`src/rtl/snoop_bus_ctrl_pkg.sv`:
```
// snoop_bus_ctrl_pkg: sizing and shared types for the MESI snoop bus
package snoop_bus_ctrl_pkg;
  localparam int NUM_CPUS = 4;
  localparam int XLEN = 32;
  localparam int LINE_W = 128;
  localparam int SNP_TIMEOUT = 15;
  localparam int SRC_W = $clog2(NUM_CPUS);
  typedef enum logic [1:0] {BUS_RD, BUS_RDX, BUS_UPGR} bus_tx_t;
  typedef struct packed {
    logic valid;
    logic [SRC_W-1:0] source;
    logic [XLEN-1:0] addr;
    bus_tx_t bus_tx;
  } bus_msg_t;
  typedef enum logic [2:0] {IDLE, BCAST, COLLECT, MEM_RD, MEM_WB, DONE} snoop_state_t;
endpackage

```
`src/rtl/snoop_bus_ctrl_rr_arbiter.sv`:
```
// rr_arbiter: one-hot grant to the first requester at or after ptr
module rr_arbiter #(
  parameter int N = 4
) (
  input  logic [N-1:0]         req,
  input  logic [$clog2(N)-1:0] ptr,
  output logic [N-1:0]         gnt
);
  localparam int PW = $clog2(N);
  logic [PW-1:0] idx;
  always_comb begin
    gnt = '0;
    idx = '0;
    for (int k = N - 1; k >= 0; k--) begin
      idx = PW'((int'(ptr) + k) % N);
      if (req[idx]) gnt = N'(1) << idx;
    end
  end
endmodule

```
`src/rtl/snoop_bus_ctrl.sv`:
```
// snoop_bus_ctrl: single-transaction MESI snoop bus with arbitration, response merge and memory fallback
module snoop_bus_ctrl
  import snoop_bus_ctrl_pkg::*;
(
  input  logic                             clk,
  input  logic                             rst,
  input  logic [NUM_CPUS-1:0]              req,
  input  logic [NUM_CPUS-1:0][XLEN-1:0]    req_addr,
  input  bus_tx_t [NUM_CPUS-1:0]           req_tx,
  output logic [NUM_CPUS-1:0]              gnt,
  output bus_msg_t                         bus_msg,
  input  logic [NUM_CPUS-1:0]              snp_ack,
  input  logic [NUM_CPUS-1:0]              snp_shared,
  input  logic [NUM_CPUS-1:0]              snp_dirty,
  input  logic [NUM_CPUS-1:0][LINE_W-1:0]  snp_data,
  output logic                             mem_req,
  output logic                             mem_we,
  output logic [XLEN-1:0]                  mem_addr,
  output logic [LINE_W-1:0]                mem_wdata,
  input  logic                             mem_ack,
  input  logic [LINE_W-1:0]                mem_rdata,
  output logic [NUM_CPUS-1:0]              done,
  output logic                             resp_shared,
  output logic [LINE_W-1:0]                resp_data,
  output logic                             resp_err
);
  localparam int CW = $clog2(SNP_TIMEOUT + 1);
  snoop_state_t state, nxt;
  logic [SRC_W-1:0] rr, src, win, lo, dty_idx;
  logic [XLEN-1:0] addr_r;
  bus_tx_t tx_r;
  logic [NUM_CPUS-1:0] arb_gnt, src_oh, ack_r, ack_n, v, d;
  logic shr_r, dty_r, err_r, shr_n, dty_n, err_n, take, all_acked, tmo;
  logic [CW-1:0] cnt;
  logic [LINE_W-1:0] line_r;

  rr_arbiter #(.N(NUM_CPUS)) u_arb (.req(req), .ptr(rr), .gnt(arb_gnt));

  assign mem_addr = addr_r;
  assign mem_wdata = line_r;

  // v holds only first-time acks from peers, so a repeated ack cannot count a dirty owner twice
  always_comb begin
    src_oh = NUM_CPUS'(1) << src;
    v = state == COLLECT ? snp_ack & ~src_oh & ~ack_r : '0;
    d = v & snp_dirty;
    lo = '0;
    win = '0;
    for (int i = NUM_CPUS - 1; i >= 0; i--) begin
      if (d[i]) lo = SRC_W'(i);
      if (arb_gnt[i]) win = SRC_W'(i);
    end
    ack_n = ack_r | v;
    all_acked = &(ack_n | src_oh);
    tmo = state == COLLECT && !all_acked && cnt == CW'(SNP_TIMEOUT - 1);
    shr_n = shr_r | |(v & (snp_shared | snp_dirty));
    dty_n = dty_r | |d;
    take = |d && (!dty_r || lo < dty_idx);
    err_n = err_r | tmo | (dty_r && |d) | |(d & (d - NUM_CPUS'(1)));
  end

  always_comb begin
    nxt = state;
    gnt = '0;
    bus_msg = '0;
    mem_req = 1'b0;
    mem_we = 1'b0;
    done = '0;
    case (state)
      IDLE: begin
        gnt = arb_gnt;
        if (|req) nxt = BCAST;
      end
      BCAST: begin
        bus_msg = '{1'b1, src, addr_r, tx_r};
        nxt = COLLECT;
      end
      COLLECT: if (all_acked || tmo) nxt = tx_r == BUS_UPGR ? DONE : dty_n ? MEM_WB : MEM_RD;
      MEM_RD: begin
        mem_req = 1'b1;
        if (mem_ack) nxt = DONE;
      end
      MEM_WB: begin
        mem_req = 1'b1;
        mem_we = 1'b1;
        if (mem_ack) nxt = DONE;
      end
      DONE: begin
        done = src_oh;
        nxt = IDLE;
      end
      default: nxt = IDLE;
    endcase
  end

  always_ff @(posedge clk) begin
    if (rst) begin
      state <= IDLE;
      rr <= '0;
      src <= '0;
      addr_r <= '0;
      tx_r <= BUS_RD;
      ack_r <= '0;
      shr_r <= 1'b0;
      dty_r <= 1'b0;
      err_r <= 1'b0;
      dty_idx <= '0;
      cnt <= '0;
      line_r <= '0;
      resp_shared <= 1'b0;
      resp_data <= '0;
      resp_err <= 1'b0;
    end else begin
      state <= nxt;
      if (state == IDLE && |req) begin
        src <= win;
        addr_r <= req_addr[win];
        tx_r <= req_tx[win];
      end
      if (state == BCAST) begin
        ack_r <= '0;
        shr_r <= 1'b0;
        dty_r <= 1'b0;
        err_r <= 1'b0;
        cnt <= '0;
      end
      if (state == COLLECT) begin
        ack_r <= ack_n;
        shr_r <= shr_n;
        dty_r <= dty_n;
        err_r <= err_n;
        if (cnt != CW'(SNP_TIMEOUT)) cnt <= cnt + CW'(1);
        if (take) begin
          dty_idx <= lo;
          line_r <= snp_data[lo];
        end
      end
      if (nxt == DONE && state != DONE) begin
        resp_shared <= shr_n;
        resp_err <= err_n;
        resp_data <= state == MEM_RD ? mem_rdata : state == MEM_WB ? line_r : '0;
      end
      if (state == DONE) rr <= src == SRC_W'(NUM_CPUS - 1) ? '0 : src + SRC_W'(1);
    end
  end

  assert property (@(posedge clk) disable iff (rst) $onehot0(gnt));
  assert property (@(posedge clk) disable iff (rst) $onehot0(done));
  assert property (@(posedge clk) disable iff (rst) bus_msg.valid |=> !bus_msg.valid);
endmodule

```
`config.mk`:
```
export PLATFORM = sky130hd
export DESIGN_NAME = snoop_bus_ctrl
export DESIGN_NICKNAME = d
export VERILOG_FILES = /design/src/rtl/snoop_bus_ctrl_pkg.sv /design/src/rtl/snoop_bus_ctrl_rr_arbiter.sv /design/src/rtl/snoop_bus_ctrl.sv
export SDC_FILE = /design/constraint.sdc
export NUM_CORES = 1
export LEC_CHECK = 0
export ABC_AREA = 1
export CAP_MARGIN = 20
export CORE_AREA = 2 2 443 445
export CTS_BUF_LIST = sky130_fd_sc_hd__clkbuf_4 sky130_fd_sc_hd__clkbuf_8
export CTS_CLUSTER_DIAMETER = 60
export DETAILED_ROUTE_END_ITERATION = 8
export DIE_AREA = 0 0 445 447
export GPL_TIMING_DRIVEN = 0
export PLACE_DENSITY_LB_ADDON = 0.1
export REMOVE_ABC_BUFFERS = 1
export SETUP_SLACK_MARGIN = 0.05
export SYNTH_ARGS = -nofsm -noshare
export SYNTH_HDL_FRONTEND = slang
export SYNTH_SLANG_ARGS = --single-unit
```
`constraint.sdc`:
```
create_clock -name clk -period 4.25 [get_ports clk]
set_clock_uncertainty 0.2 [all_clocks]
set_input_delay 0.425 -clock clk [delete_from_list [all_inputs] [get_ports clk]]
set_output_delay 0.425 -clock clk [all_outputs]
set_load 0.01 [all_outputs]
```
==> results of run 1 <==
through the flow:
| step | setup TNS (ns) | hold WS (ns) | setup WS [ns] | power, W | utilization (%) |
|---|---|---|---|---|---|
| 2_1_floorplan | -1812.35 | 0.235 | -6.72 | 0.00547 | - |
| 3_3_place_gp | -6315.55 | 0.256 | -24.40 | 0.00837 | 17.1 |
| 3_5_place_dp | -3.24 | 0.260 | -0.496 | 0.00801 | 17.6 |
| 4_1_cts | 0 | 0.000557 | 0.0663 | 0.0129 | 18.9 |
| 5_1_grt | 0 | 0.0544 | 0.0152 | 0.0133 | 19.0 |
| 6_report | 0 | 0.119 | 0.214 | 0.0125 | 19.0 |
power groups by stage:
stage          Combinational (W)  Sequential [W]  Clock (W)
2_1_floorplan            0.00186         0.00362          0
3_3_place_gp             0.00483         0.00355          0
3_5_place_dp             0.00446         0.00355          0
4_1_cts                  0.00455         0.00349    0.00484
5_1_grt                  0.00491         0.00353    0.00491
6_report                 0.00445         0.00348    0.00455
logic make-up after synthesis:
group                    count (synthesis)  share of synthesized area, %
buffers and inverters                  715                          14.6
AO/OA/AOI/OAI                          623                          16.7
flip-flops                             312                          31.5
AND/OR/NAND/NOR                       1865                          36.5
adder cells (fa/ha/maj)                 12                         0.757
critical path: cells and delay by family (launching register included):
| family | cells | cell delay (ns) |
|---|---|---|
| AOI/OAI and AO/OA | 3 | 0.70 |
| and+or+nand+nor | 7 | 1.26 |
| buffers and inverters | 5 | 0.93 |
| DFF | 1 | 0.38 |
| adders and majority gates | 1 | 0.24 |
layer usage:
layer / track usage, % / share of wire (%)
met3: 4.51 / 6.9
met4: 3.83 / 2.7
met5: 0 / 0.24
met1: 16.0 / 40
met2: 25.3 / 50
synthesized netlist by cell type:
master / n / area (µm²)
a211oi_1: 1 / 7.51
a21boi_1: 1 / 7.51
a21oi_1: 46 / 230
a21oi_4: 1 / 16.3
a221oi_1: 1 / 8.76
buf_1: 6 / 22.5
buf_2: 77 / 385
buf_4: 4 / 30.0
buf_6: 12 / 135
clkbuf_1: 141 / 529
clkbuf_2: 1 / 5.00
clkinv_1: 1 / 3.75
dfxtp_1: 312 / 6250
ha_1: 12 / 150
inv_1: 468 / 1760
inv_2: 5 / 18.8
nand2_1: 872 / 3270
nand2_2: 4 / 25.0
nand3_1: 134 / 671
nand3_2: 2 / 20.0
nand3b_1: 1 / 7.51
nand4_1: 6 / 37.5
nor2_1: 836 / 3140
nor2_2: 5 / 31.3
nor3_1: 3 / 15.0
nor4_1: 1 / 6.26
o211a_1: 1 / 10.0
o211ai_1: 2 / 15.0
o21ai_0: 431 / 2160
o21ai_1: 8 / 40.0
o21ai_2: 1 / 8.76
o22ai_1: 129 / 807
o32ai_1: 1 / 8.76
or2_2: 1 / 6.26
timing repair:
item,CTS,global route
hold endpoints to repair,47,0
setup buffers,1,0
hold buffers,62,0
endpoints found under the setup margin,15,47
gates resized for setup,9,8
pin swaps,1,2
cloned,0,3
final cells by class:
type                       instances  area, µm²
multi-input combinational       2501      10800
antenna                            9       22.5
timing repair buffer            1240      12900
sequential                       312       6250
tap                             2542       3180
clock buffer                     124       1540
fill                           22400     157000
clock inverter                    25        297
inverter                         474       1810
path summary, 6_finish.rpt:
kind / to / slack (ns) / cells after the start
max: mem_wdata[113]$_SDFFE_PP0P_ / 0.21 / 16
min: tx_r[1]$_SDFFE_PP0P_ / 0.12 / 5
max reg2reg: mem_wdata[113]$_SDFFE_PP0P_ / 0.21 / 16
min reg2reg: dty_idx[1]$_SDFFE_PP0P_ / 0.27 / 2
state kept, by name (all words and copies together) (netlist names):
| signal | flops |
|---|---|
| mem_addr | 32 |
| cnt | 4 |
| resp_shared | 1 |
| shr_r | 1 |
| tx_r | 2 |
| src | 2 |
| resp_data | 128 |
| ack_r | 4 |
| state | 3 |
| rr | 2 |
| resp_err | 1 |
| mem_wdata | 128 |
| dty_r | 1 |
| err_r | 1 |
| dty_idx | 2 |
==> results.json, run 1 <==
{
  "outcome": "finished clean",
  "area_delta_synth_final_pct": 85.7,
  "io_pins": 1132,
  "path_clk_slew_ns": 0.06,
  "ant_nets": 0,
  "period_minus_slack_ns": 4.04,
  "tightest_slew_ns": 0.908,
  "layout_commonest_cell": "clkdlybuf4s50_1",
  "drtPass1Iterations": 5,
  "cts_buffers": 86,
  "power.density_mw_per_mm2": 339,
  "ys_ff_latch": 312,
  "crit_required_ns": 4.76,
  "final_cell_mix": "clkdlybuf4s50_1 (1131), nand2_1 (867), nor2_1 (833)",
  "reg2reg_from": "src[0]$_SDFFE_PP0P_",
  "rsz0062_at_grt": "yes",
  "cts_tree": "done",
  "syn_area_mm2": 0.0198,
  "hold_viol_final": 0,
  "grt_usage_pct": 14.1,
  "vias": 25900,
  "crit_type": "reg2reg",
  "finalSetupViolCount": 0,
  "cap_violations": 0,
  "drcViolationCount": 0,
  "die_y_um": 447,
  "max_stage_delay_ns": 0.45,
  "coreArea_mm2": 0.194,
  "netlist_instances": 3527,
  "clockBufferDepth": 3,
  "fmax_mhz": 248,
  "cp-start-kind": "flip-flop",
  "wire_per_inst_um": 20.8,
  "drt-initial-drc-count": 1291,
  "p_int_w": 0.00791,
  "p_comb_share_pct": 35.6,
  "fin_area_mm2": 0.0368,
  "routed_wl_mm": 150,
  "grt_first_pass_wirelength_mm": 201,
  "grt.overflow.total": 0,
  "dp.cells": 7003,
  "endpoint_kind": "flip-flop",
  "grt_pass1_vias": 25800,
  "final-max-slew-violation-count": 0,
  "power_switching_w": 0.00457,
  "arrival_ns": 4.55,
  "initial_core_util_pct": 10.2,
  "critPathLaunch": "src[0]$_SDFFE_PP0P_",
  "layoutNonFillerInstCount": 7227,
  "clock-sinks": 312,
  "htree_levels": 3,
  "crit_fanout": 65,
  "dieWidth_um": 445,
  "clk_latency_ns": 0.82,
  "cp_slowest_cell": "o21ai_1",
  "slew_headroom_pct": 39.4,
  "min_from": "req_tx[1]",
  "ys_types": 34,
  "grt_max_degree": 131,
  "hpwl_mm": 114,
  "swShare_pct": 36.6,
  "die_area_mm2": 0.199,
  "place_congestion": 0.784,
  "rows": 162,
  "total_leakage_power_nw": 15.9,
  "worst_path_most_repeated_cell": "nor2_1",
  "antenna_found_initial": 53,
  "finalCritPeriodShare_pct": 95.0,
  "avgViaCountPerCell": 3.58,
  "yosysWarnings": 0,
  "fin_nets": 5422,
  "layout-drive-gt1-share_pct": 5.07,
  "clockPowerShare_pct": 36.5,
  "hold_class": "in2reg",
  "peakVddDrop_v": 0.000190,
  "place.port_buffers": 1131,
  "synth.avg_cell_area_um2": 5.62,
  "p_seq_share_pct": 27.9,
  "cts-root-buf": "clkbuf_8",
  "place_area_mm2": 0.0342,
  "seq_area_frac_synth_pct": 31.5,
  "cp_cell_sequence": "inv_1 -> ha_1 -> nor2_1 -> nand2_1 -> nor2_1 -> nand2_1 -> clkinv_1 -> o21ai_4 -> nand2_8 -> buf_16 -> inv_8 -> buf_16 -> o21ai_1 -> o22ai_1 -> nor2_1 -> nor2_1"
}
Note: power is estimated with default switching activity, not from simulation.
==> inputs of run 2 (changes only) <==
- SKIP_CTS_REPAIR_TIMING: default -> 1
==> run 2 against run 1 <==
Net effect:
- first-iteration DRC count is 5.3% higher
- clock power hardly changed
- sequential share of layout area is 0.28 points higher
- critical path type unchanged
- fmax is 1.8% higher
- global-route usage hardly changed
- wire length hardly changed
- critical path depth is 1 higher
- largest power group unchanged
- via count is 0.24% lower
- non-clock buffer count is 61 lower
==> results.json, run 2 (same netlist as run 1, synthesis figures left out) <==
{
  "outcome": "finished clean",
  "final-max-slew-violation-count": 0,
  "drcViolationCount": 0,
  "area_delta_synth_final_pct": 82.7,
  "hold_class": "in2reg",
  "routed_wl_mm": 150,
  "period_minus_slack_ns": 3.96,
  "swShare_pct": 36.7,
  "p_comb_share_pct": 35.4,
  "grt_pass1_vias": 25500,
  "peakVddDrop_v": 0.000189,
  "dieWidth_um": 445,
  "hold_depth": 5,
  "die_area_mm2": 0.199,
  "io_pins": 1132,
  "avgViaCountPerCell": 3.60,
  "total_leakage_power_nw": 15.7,
  "tightest_slew_ns": 0.918,
  "htree_levels": 3,
  "rsz0062_at_grt": "no",
  "p_int_w": 0.00787,
  "cts-root-buf": "clkbuf_8",
  "r2r_cells": 17,
  "cts_buffers": 86,
  "fin_nets": 5361,
  "holdWs_ns": 0.0894,
  "wire_per_inst_um": 20.9,
  "hpwl_mm": 114,
  "drtPass1Iterations": 7,
  "crit_fanout": 67,
  "layout_commonest_cell": "clkdlybuf4s50_1",
  "power.density_mw_per_mm2": 343,
  "fmax_mhz": 252,
  "ant_nets": 0,
  "crit_type": "reg2reg",
  "p_seq_share_pct": 28.0,
  "initial_core_util_pct": 10.2,
  "slew_headroom_pct": 38.8,
  "grt.overflow.total": 0,
  "cts_tree": "done",
  "clockPowerShare_pct": 36.6,
  "finalCritPeriodShare_pct": 93.3,
  "coreArea_mm2": 0.194,
  "finalSetupViolCount": 0,
  "layout-drive-gt1-share_pct": 5.18,
  "clockBufferDepth": 3,
  "antenna_found_initial": 55,
  "place_ws_ns": -0.496,
  "rows": 162,
  "setup_slack_ns": 0.286,
  "clock-sinks": 312,
  "arrival_ns": 4.47,
  "finish.utilization_pct": 18.7,
  "endpoint_kind": "flip-flop",
  "grt_first_pass_wirelength_mm": 201,
  "cp-start-kind": "flip-flop",
  "place_congestion": 0.784,
  "grt_max_degree": 131,
  "crit_required_ns": 4.76,
  "path_clk_slew_ns": 0.06,
  "final_cell_mix": "clkdlybuf4s50_1 (1131), nand2_1 (867), nor2_1 (833)",
  "hold_viol_final": 0,
  "cap_violations": 0,
  "clk_latency_ns": 0.81,
  "drt-initial-drc-count": 1359,
  "die_y_um": 447,
  "fill_cells": 22500,
  "grt_usage_pct": 14.1,
  "vias": 25800,
  "power_switching_w": 0.00456,
  "place.port_buffers": 1131
}
[run 2: path summary, 6_finish.rpt]
kind | startpoint | endpoint | slack, ns
worst max-delay path | src[0]$_SDFFE_PP0P_ | mem_wdata[113]$_SDFFE_PP0P_ | 0.29
worst min-delay path | req_addr[21] | mem_addr[21]$_SDFFE_PP0P_ | 0.09
worst max register to register | src[0]$_SDFFE_PP0P_ | mem_wdata[113]$_SDFFE_PP0P_ | 0.29
worst min register to register | dty_idx[1]$_SDFFE_PP0P_ | dty_idx[1]$_SDFFE_PP0P_ | 0.27
[run 2: routing by layer]
layer	vias up	track usage, %	part of all wire [%]
met5	-	0	0.26
met1	11800	16.0	40
met3	238	4.63	7.1
met2	781	25.5	50
met4	60	3.30	2.4
li1	13000	-	-
[run 2: worst max-delay path, stage by stage, from the launching register on]
cell      delay [ns]
dfxtp_1         0.38
inv_1           0.10
ha_1            0.24
nor2_1          0.13
nand2_1         0.07
nor2_1          0.22
nand2_1         0.13
nand2_2         0.11
inv_1           0.07
nor2_4          0.16
ha_1            0.24
a21boi_1        0.13
o21ai_2         0.21
nand2_4         0.25
buf_16          0.27
buf_16          0.28
nor2_1          0.41
nor2_1          0.09
[run 2: power by group through the flow]
stage | Clock (W) | Sequential [W] | Combinational, W
2_1_floorplan | 0 | 0.00362 | 0.00186
3_3_place_gp | 0 | 0.00355 | 0.00483
3_5_place_dp | 0 | 0.00355 | 0.00446
4_1_cts | 0.00484 | 0.00349 | 0.00449
5_1_grt | 0.00491 | 0.00353 | 0.00485
6_report | 0.00455 | 0.00348 | 0.00440
[run 2: layout make-up]
cell class                 instances  area [µm²]  area share [%]
multi-input combinational       2501       10800            29.9
timing repair buffer            1179       12300            33.9
clock inverter                    25         297           0.819
sequential                       312        6250            17.2
inverter                         474        1810            4.99
tap                             2542        3180            8.78
antenna                           10        25.0          0.0691
clock buffer                     124        1540            4.24
[run 2: through the flow]
| step | power (W) | std cells | area (µm²) | TNS, ns |
|---|---|---|---|---|
| after floorplan | 0.00547 | 3286 | 18700 | -1812.35 |
| after detailed placement | 0.00801 | 7003 | 34200 | -3.24 |
| after global placement | 0.00837 | 6959 | 33200 | -6315.55 |
| final | 0.0124 | 7167 | 36200 | 0 |
| after global routing | 0.0133 | 7163 | 36200 | 0 |
| after CTS | 0.0128 | 7152 | 36100 | -1.51 |
